`src/rtl/breakout_ball.sv`:
```
// Ball motion controller for Breakout: owns ball position/direction, runs the
// serve/play/lost/game-over sequence and tracks the remaining lives.
module breakout_ball #(
  parameter int SCREEN_W   = 800,
  parameter int SCREEN_H   = 600,
  parameter int BALL_SIZE  = 8,
  parameter int PADDLE_X   = 770,
  parameter int START_X    = 700,
  parameter int START_Y    = 296,
  parameter int STEP_DIV   = 100000,
  parameter int LOST_TICKS = 64
) (
  input  logic        clk,
  input  logic        reset,
  input  logic [10:0] pix_x,
  input  logic [10:0] pix_y,
  input  logic        serve,
  input  logic [10:0] paddle_y_t,
  input  logic [10:0] paddle_y_b,
  input  logic        moveU,
  input  logic        moveD,
  input  logic        moveL,
  input  logic        moveR,
  output logic [10:0] ball_x_l,
  output logic [10:0] ball_x_r,
  output logic [10:0] ball_y_t,
  output logic [10:0] ball_y_b,
  output logic        ball_ON,
  output logic [1:0]  lives,
  output logic        ball_lost,
  output logic        game_over
);

  typedef enum logic [1:0] {IDLE, PLAY, LOST, OVER} state_t;

  localparam int CNT_W = (STEP_DIV > 1) ? $clog2(STEP_DIV) : 1;
  localparam int LT_W  = $clog2(LOST_TICKS + 1);

  localparam logic [10:0] EDGE_OFS  = 11'(BALL_SIZE - 1);
  localparam logic [10:0] START_X_L = 11'(START_X);
  localparam logic [10:0] START_Y_T = 11'(START_Y);
  localparam logic [10:0] LOSS_X_R  = 11'(SCREEN_W - 1);
  localparam logic [10:0] BOTTOM_YB = 11'(SCREEN_H - 1);
  localparam logic [10:0] Y_T_MAX   = 11'(SCREEN_H - BALL_SIZE);
  localparam logic [10:0] PADDLE_L  = 11'(PADDLE_X);
  localparam logic [10:0] PADDLE_R  = 11'(PADDLE_X + 3);

  state_t            state;
  logic [CNT_W-1:0]  step_cnt;
  logic [LT_W-1:0]   lost_cnt;
  logic              dir_right;
  logic              dir_down;
  logic              tick;
  logic              hit_paddle;
  logic              next_dir_right;
  logic              next_dir_down;

  assign ball_x_r = ball_x_l + EDGE_OFS;
  assign ball_y_b = ball_y_t + EDGE_OFS;

  assign tick = ((state == PLAY) || (state == LOST)) &&
                (step_cnt == CNT_W'(STEP_DIV - 1));

  assign ball_ON = ((state == IDLE) || (state == PLAY)) &&
                   (pix_x >= ball_x_l) && (pix_x <= ball_x_r) &&
                   (pix_y >= ball_y_t) && (pix_y <= ball_y_b);

  assign hit_paddle = dir_right &&
                      (ball_x_r >= PADDLE_L) && (ball_x_r <= PADDLE_R) &&
                      (ball_y_b >= paddle_y_t) && (ball_y_t <= paddle_y_b);

  // Walls and paddle outrank column bounce requests; opposing requests cancel.
  always_comb begin
    next_dir_right = dir_right;
    if (ball_x_l == 11'd0)
      next_dir_right = 1'b1;
    else if (hit_paddle)
      next_dir_right = 1'b0;
    else if (moveL && !moveR)
      next_dir_right = 1'b0;
    else if (moveR && !moveL)
      next_dir_right = 1'b1;

    next_dir_down = dir_down;
    if (ball_y_t == 11'd0)
      next_dir_down = 1'b1;
    else if (ball_y_b >= BOTTOM_YB)
      next_dir_down = 1'b0;
    else if (moveU && !moveD)
      next_dir_down = 1'b0;
    else if (moveD && !moveU)
      next_dir_down = 1'b1;
  end

  always_ff @(posedge clk) begin
    if (reset) begin
      state     <= IDLE;
      ball_x_l  <= START_X_L;
      ball_y_t  <= START_Y_T;
      dir_right <= 1'b0;
      dir_down  <= 1'b0;
      lives     <= 2'd3;
      ball_lost <= 1'b0;
      game_over <= 1'b0;
      step_cnt  <= '0;
      lost_cnt  <= '0;
    end else begin
      ball_lost <= 1'b0;
      if ((state == PLAY) || (state == LOST))
        step_cnt <= tick ? '0 : step_cnt + 1'b1;
      else
        step_cnt <= '0;

      case (state)
        IDLE: begin
          ball_x_l <= START_X_L;
          ball_y_t <= START_Y_T;
          if (serve) begin
            state     <= PLAY;
            dir_right <= 1'b0;
            dir_down  <= 1'b0;
          end
        end
        PLAY: begin
          dir_right <= next_dir_right;
          dir_down  <= next_dir_down;
          // The loss check runs before the move, so the ball freezes at the edge.
          if (tick) begin
            if (ball_x_r >= LOSS_X_R) begin
              state     <= LOST;
              ball_lost <= 1'b1;
              lost_cnt  <= '0;
              lives     <= (lives == 2'd0) ? 2'd0 : lives - 2'd1;
            end else begin
              if (dir_right)
                ball_x_l <= ball_x_l + 11'd1;
              else if (ball_x_l != 11'd0)
                ball_x_l <= ball_x_l - 11'd1;
              if (dir_down) begin
                if (ball_y_t < Y_T_MAX)
                  ball_y_t <= ball_y_t + 11'd1;
              end else if (ball_y_t != 11'd0) begin
                ball_y_t <= ball_y_t - 11'd1;
              end
            end
          end
        end
        LOST: begin
          if (tick) begin
            if (lost_cnt == LT_W'(LOST_TICKS - 1)) begin
              lost_cnt <= '0;
              if (lives != 2'd0) begin
                state    <= IDLE;
                ball_x_l <= START_X_L;
                ball_y_t <= START_Y_T;
              end else begin
                state     <= OVER;
                game_over <= 1'b1;
              end
            end else begin
              lost_cnt <= lost_cnt + 1'b1;
            end
          end
        end
        OVER: begin
          game_over <= 1'b1;
        end
      endcase
    end
  end

endmodule
```
`config.mk`:
```
export PLATFORM = sky130hd
export DESIGN_NAME = breakout_ball
export DESIGN_NICKNAME = d
export VERILOG_FILES = /design/src/rtl/breakout_ball.sv
export SDC_FILE = /design/constraint.sdc
export NUM_CORES = 1
export LEC_CHECK = 0
export BUFFER_PORTS_ARGS = -buffer_cell sky130_fd_sc_hd__buf_2
export CELL_PAD_IN_SITES_DETAIL_PLACEMENT = 0
export CELL_PAD_IN_SITES_GLOBAL_PLACEMENT = 1
export CORE_MARGIN = 1
export CORE_UTILIZATION = 42
export DETAILED_ROUTE_END_ITERATION = 16
export PLACE_DENSITY_LB_ADDON = 0.1
export SLEW_MARGIN = 5
export SYNTH_ARGS = -nofsm -noshare
export SYNTH_HDL_FRONTEND = slang
export SYNTH_SLANG_ARGS = --single-unit
export TNS_END_PERCENT = 100
```
`constraint.sdc`:
```
create_clock -name clk -period 5.55 [get_ports clk]
set_input_delay 1.665 -clock clk [delete_from_list [all_inputs] [get_ports clk]]
set_output_delay 1.665 -clock clk [all_outputs]
set_load 0.02 [all_outputs]
```
## Word level (Yosys, flattened, before mapping)

Index checks and enable logic that the tools add are counted.

- Flip-flop bits (word level): 54
- Bits in latches: 0
- Memory bits (writable): 0
- ROM bits: 0
- Input bits: 51
- Memories kept: 0

- Add/sub/neg operators: 9
- Multiply operators: 0
- Divide/modulo/power cells: 0
- Magnitude comparators: 11
- Equality and inequality tests: 18
- Shift-type cells: 0
- Mux-type cells: 46
- Bitwise operators: 3
- Reduce and logical (&&, ||, !) cells: 40

Operators with widths:

| kind | number |
|---|---|
| $mux W11 | 15 |
| $pmux W11 S3 | 2 |
| $ge A11 B10 Y1 const B | 3 |
| $ge A11 B11 Y1 | 3 |
| $le A11 B11 Y1 | 3 |
| $mux W7 | 4 |
| $add A11 B1 Y11 const B | 2 |
| $add A11 B3 Y11 const B | 2 |
| $logic_not A11 Y1 | 2 |
| $reduce_bool A11 Y1 | 2 |
| $sub A11 B1 Y11 const B | 2 |
| $add A17 B1 Y17 const B | 1 |
| $eq A17 B17 Y1 const B | 1 |
| $mux W2 | 7 |
| $pmux W7 S2 | 1 |
| $logic_and A1 B1 Y1 | 13 |
| $mux W1 | 13 |
| $le A11 B10 Y1 const B | 1 |
| $lt A11 B10 Y1 const B | 1 |
| $ne A2 B2 Y1 const B | 5 |
| $ne A3 B2 Y1 const B | 3 |
| $reduce_and A3 Y1 | 3 |
| $reduce_and A4 Y1 | 2 |
| $reduce_and A8 Y1 | 1 |
| other kinds (19) | 35 |

## Depth between registers and ports, before layout

- Word-level depth: 9
- Mapped depth: 15
- Mapped depth without buffers: 15

## Least setup slack after synthesis

OpenSTA, ideal clock, no wires.

- Path kind: register to output
- Start: reg ball_x_l[0]
- End: out ball_ON
- Arrival: 4.001 ns
- Data required time: 3.885 ns
- Slack: -0.116 ns
- Cell stages (with the launch flop): 16
- Path buffers: 2
- Cells stage by stage: dfxtp_1 clkbuf_1 inv_1 ha_1 nor2b_1 clkbuf_1 nor3_1 xnor2_1 inv_1 ha_1 and4_1 and2_1 a221o_1 a21oi_1 o211ai_1 nor4_1

- Cells in the longest elaborated chain, start to end: 5
- Elaborated cells on any way between the ends: 7
- Classes of those cells: add/sub (1); order compare (2); reduce/logical (4)

Ends and longest elaborated chain:

| element | RTL line | source |
|---|---|---|
| start, declared | 24 | `output logic [10:0] ball_x_l,` |
| start signal, assigned | 136 | `ball_x_l <= ball_x_l + 11'd1;` |
| start signal, assigned | 138 | `ball_x_l <= ball_x_l - 11'd1;` |
| $add A11 B3 Y11 | 58 | `assign ball_x_r = ball_x_l + EDGE_OFS;` |
| via ball_x_r[0] | 25 | `output logic [10:0] ball_x_r,` |
| $le A11 B11 Y1 | 65 | `(pix_x >= ball_x_l) && (pix_x <= ball_x_r) &&` |
| $logic_and A1 B1 Y1 (2 in series) | 65 |  |
| $logic_and A1 B1 Y1 | 66 | `(pix_y >= ball_y_t) && (pix_y <= ball_y_b);` |
| end, declared | 28 | `output logic ball_ON,` |

The timed path passes the listed nets, and every way through them passes these cells.

## Worst setup path in the final report

- Start: reg ball_x_l[1]
- End: out ball_ON

- Cells in the longest elaborated chain, start to end: 5
- Elaborated cells on any way between the ends: 7
- Classes of those cells: add/sub (1); order compare (2); reduce/logical (4)

Ends and longest elaborated chain:

| element | RTL line |
|---|---|
| $add A11 B3 Y11 or $ge A11 B11 Y1 (tied branches) | 58, 65 |
| $le A11 B11 Y1 or $logic_and A1 B1 Y1 (tied branches) | 65, 64 |
| $logic_and A1 B1 Y1 * (2 in series) | 65 |
| $logic_and A1 B1 Y1 * | 66 |

Mark *: on every way between the ends. The rest lies on a longest branch, timed or not.

==> flow_summary.json <==
{
  "hold_viol": 0,
  "rr_startpoint": "ball_x_l[1]$_SDFFE_PP0P_",
  "detail_route.vias_per_cell": 5.66,
  "holdWs_ns": 0.451,
  "path_cells": "inv_1, ha_1, nor2b_1, buf_4, nor3_1, xnor2_1, inv_1, ha_1, and4_1, and2_1, a221o_1, a21oi_1, o211ai_1, nor4_2, buf_2",
  "yosysUniqueCellTypes": 65,
  "crit_path_top_delay_cell": "dfxtp_2",
  "cellPowerDensity_nw_per_um2": 419,
  "antennaDiodeCount": 0,
  "max_freq_mhz": 187,
  "max_slew.worst_pin.slew_ns": 0.999,
  "finalNetCount": 966,
  "clk_path_buf_depth": 2,
  "startpoint": "ball_x_l[1]$_SDFFE_PP0P_",
  "reg2reg_depth": 10,
  "finClkSkew_ns": 0.00560,
  "ir_drop_v": 0.000174,
  "grt_max_degree": 27,
  "htree_levels": 2,
  "worst_setup_path_start_kind": "flip-flop",
  "rrSetupSlack_ns": 1.93,
  "holdBufCountCts": 0,
  "route.detailed.drc": 0,
  "die-height_um": 118,
  "leakagePower_nw": 2.85,
  "yosysTopAreaCellShare": 0.201,
  "power.share.clock": 0.133,
  "place_ws_ns": 0.356,
  "p_seq_frac": 0.187,
  "ff_latch_area_um2": 1080,
  "p_int_w": 0.00137,
  "synth.area.top_cells": "ha_1 (20%), dfxtp_1 (19%), inv_1 (5.2%), xnor2_1 (5.0%), a21oi_1 (4.6%)",
  "ys_warn_count": 0,
  "hold_depth": 1,
  "layout_setup_ws_ns": 0.204,
  "crit_required_ns": 3.88,
  "dr.pass1.iters": 5,
  "cts_tree": "done",
  "crit_type": "reg2out",
  "synth_nets": 867,
  "status": "completed",
  "wl_per_cell_um": 16.6,
  "multiInputGateArea_um2": 4170,
  "die_area_um2": 13800,
  "hold_path_startpoint": "step_cnt[0]$_SDFF_PP0_",
  "die_w_um": 118,
  "drv_cap": 0,
  "crit_path_max_fanout": 10,
  "syn_avg_cell_area_um2": 7.74,
  "first_iter_violations": 383,
  "synth-seq-cells": 54,
  "p_switching_w": 0.00137,
  "ant_nets": 0,
  "hpwl_um": 13000,
  "fin_util": 0.510,
  "ctsResizeCount": 0,
  "whs_endpoint": "step_cnt[0]$_SDFF_PP0_",
  "fp-row-count": 41,
  "first_global_vias": 5389,
  "clk_pin_slew_ns": 0.07,
  "rr_endpoint": "ball_x_l[5]$_SDFFE_PP1P_",
  "post_cts_buffers": 0,
  "p_total_w": 0.00274,
  "fill_cells": 1307,
  "yosys.area.top_type": "ha_1",
  "grt_pass1_wl_um": 27200,
  "crit_path_end_kind": "output port",
  "slew_headroom": 0.334,
  "min_period_ns": 5.35,
  "grt_usage": 0.237,
  "clock-sinks": 54,
  "comb_power_share": 0.680,
  "port-buffer-count": 99,
  "drt-total-wl_um": 16600,
  "antenna_found_initial": 0,
  "vias": 5642,
  "hp-class": "reg2reg",
  "synthArstFlopShare": 0,
  "cp.arrival_ns": 3.68,
  "syn_inst": 724,
  "overflow": 0,
  "root_buffer": "clkbuf_16",
  "swShare": 0.498,
  "drv_slew": 0,
  "drive_above_1_share": 0.167,
  "cts_buffers": 5,
  "area_growth_pct": 16.7,
  "seq_area_frac_synth": 0.193,
  "worstSkewPairLatency_ns": 0.30,
  "timing.final.crit_share": 0.963,
  "io_pins": 100,
  "synth-edff-count": 0,
  "initial_core_util": 0.437,
  "cp_slowest_stage_delay_ns": 0.43,
  "synthFlopType": "dfxtp_1",
  "syn_area_um2": 5600,
  "finalSetupViolCount": 0,
  "gp_congestion": 0.890,
  "fp.coreArea_um2": 12800
}
[power groups by stage]
stage	registers (W)	logic, W	clock network, W
finish	0.000512	0.00186	0.000365
global route	0.000520	0.00208	0.000388
CTS	0.000509	0.00186	0.000378
detailed placement	0.000519	0.00185	0
global placement	0.000515	0.00182	0
floorplan	0.000555	0.00128	0
[cell usage in the layout, fill, tap and decap left out, types with 7 or more instances in the layout]
cell type,instances
o211ai_1,14
nand3_1,23
xor2_1,15
or3_1,7
a21oi_1,50
o21ai_1,11
xnor2_1,31
nor2_1,60
nor4_1,13
inv_1,78
a31oi_1,7
o21a_1,29
buf_4,14
a21o_1,8
nand2_1,26
dfxtp_1,52
nor3_1,13
nand4_1,19
ha_1,90
nor2b_1,12
o21ai_0,43
buf_2,99
[per-stage QoR]
stage / instance area [um^2] / TNS (ns) / std cells
final: 6540 / 0 / 996
after global routing: 6540 / -0.0134 / 996
after CTS: 6520 / 0 / 996
after detailed placement: 6350 / 0 / 988
after global placement: 6350 / 0 / 988
after floorplan: 5610 / 0 / 724
[critical path, delay by kind of cell (launching register included)]
family	cells	cell delay (ns)
compound gates	3	0.58
xor+xnor	1	0.17
fa+ha+maj	2	0.57
flops	1	0.43
buf+inv	4	0.59
simple gates	5	1.04
[worst max path at each step]
stage               to  slack [ns]
2_1_floorplan  ball_ON        0.09
3_3_place_gp   ball_ON        0.45
3_5_place_dp   ball_ON        0.36
4_1_cts        ball_ON        0.01
5_1_grt        ball_ON       -0.01
6_report       ball_ON        0.20
[Yosys cell counts, types with 5 or more instances]
cell	count
ha_1	90
inv_1	78
nor2_1	60
dfxtp_1	54
a21oi_1	51
o21ai_0	43
xnor2_1	32
o21a_1	29
nand2_1	26
nand3_1	23
nand4_1	19
clkbuf_1	17
nor4_1	15
xor2_1	15
nor3_1	14
o211ai_1	14
nor2b_1	12
o21ai_1	11
a21o_1	8
a31oi_1	7
or3_1	7
and3_1	6
nand2b_1	6
a211oi_1	5
nor4b_1	5
o31ai_1	5
[state kept, by name, indices dropped and copies added, names as in the netlist]
register	flops
lost_cnt	7
lives	2
dir_down	1
ball_lost	1
state	2
dir_right	1
ball_x_l	11
game_over	1
ball_y_t	11
step_cnt	17
[metal layers]
layer | wire length (um) | vias up | GRT usage | share of wire
li1 | - | 2844 | - | -
met1 | 8180 | 2630 | 0.339 | 0.49
met2 | 7440 | 157 | 0.383 | 0.45
met3 | 728 | 11 | 0.0266 | 0.044
met4 | 219 | 0 | 0.0489 | 0.013
met5 | 0 | - | 0 | 0
[final cells by class]
type | instances | share of cell area
Clock buffer | 5 | 0.0191
Clock inverter | 3 | 0.00727
Inverter | 80 | 0.0459
Multi-Input combinational cell | 569 | 0.637
Sequential cell | 54 | 0.166
Tap cell | 172 | 0.0329
Timing Repair Buffer | 113 | 0.0918
[cell families (layout without fill, tap and decap cells)]
| family | count (synthesis) | after routing | share of synthesized area |
|---|---|---|---|
| xor gates and xnor gates | 47 | 47 | 0.0735 |
| AOI/OAI and AO/OA | 212 | 212 | 0.244 |
| buffers and inverters | 101 | 201 | 0.0685 |
| DFF | 54 | 54 | 0.193 |
| adders and majority gates | 92 | 92 | 0.208 |
| muxes | 1 | 1 | 0.00201 |
| and+or+nand+nor | 217 | 217 | 0.211 |
Power figures use the tool's default switching activity.
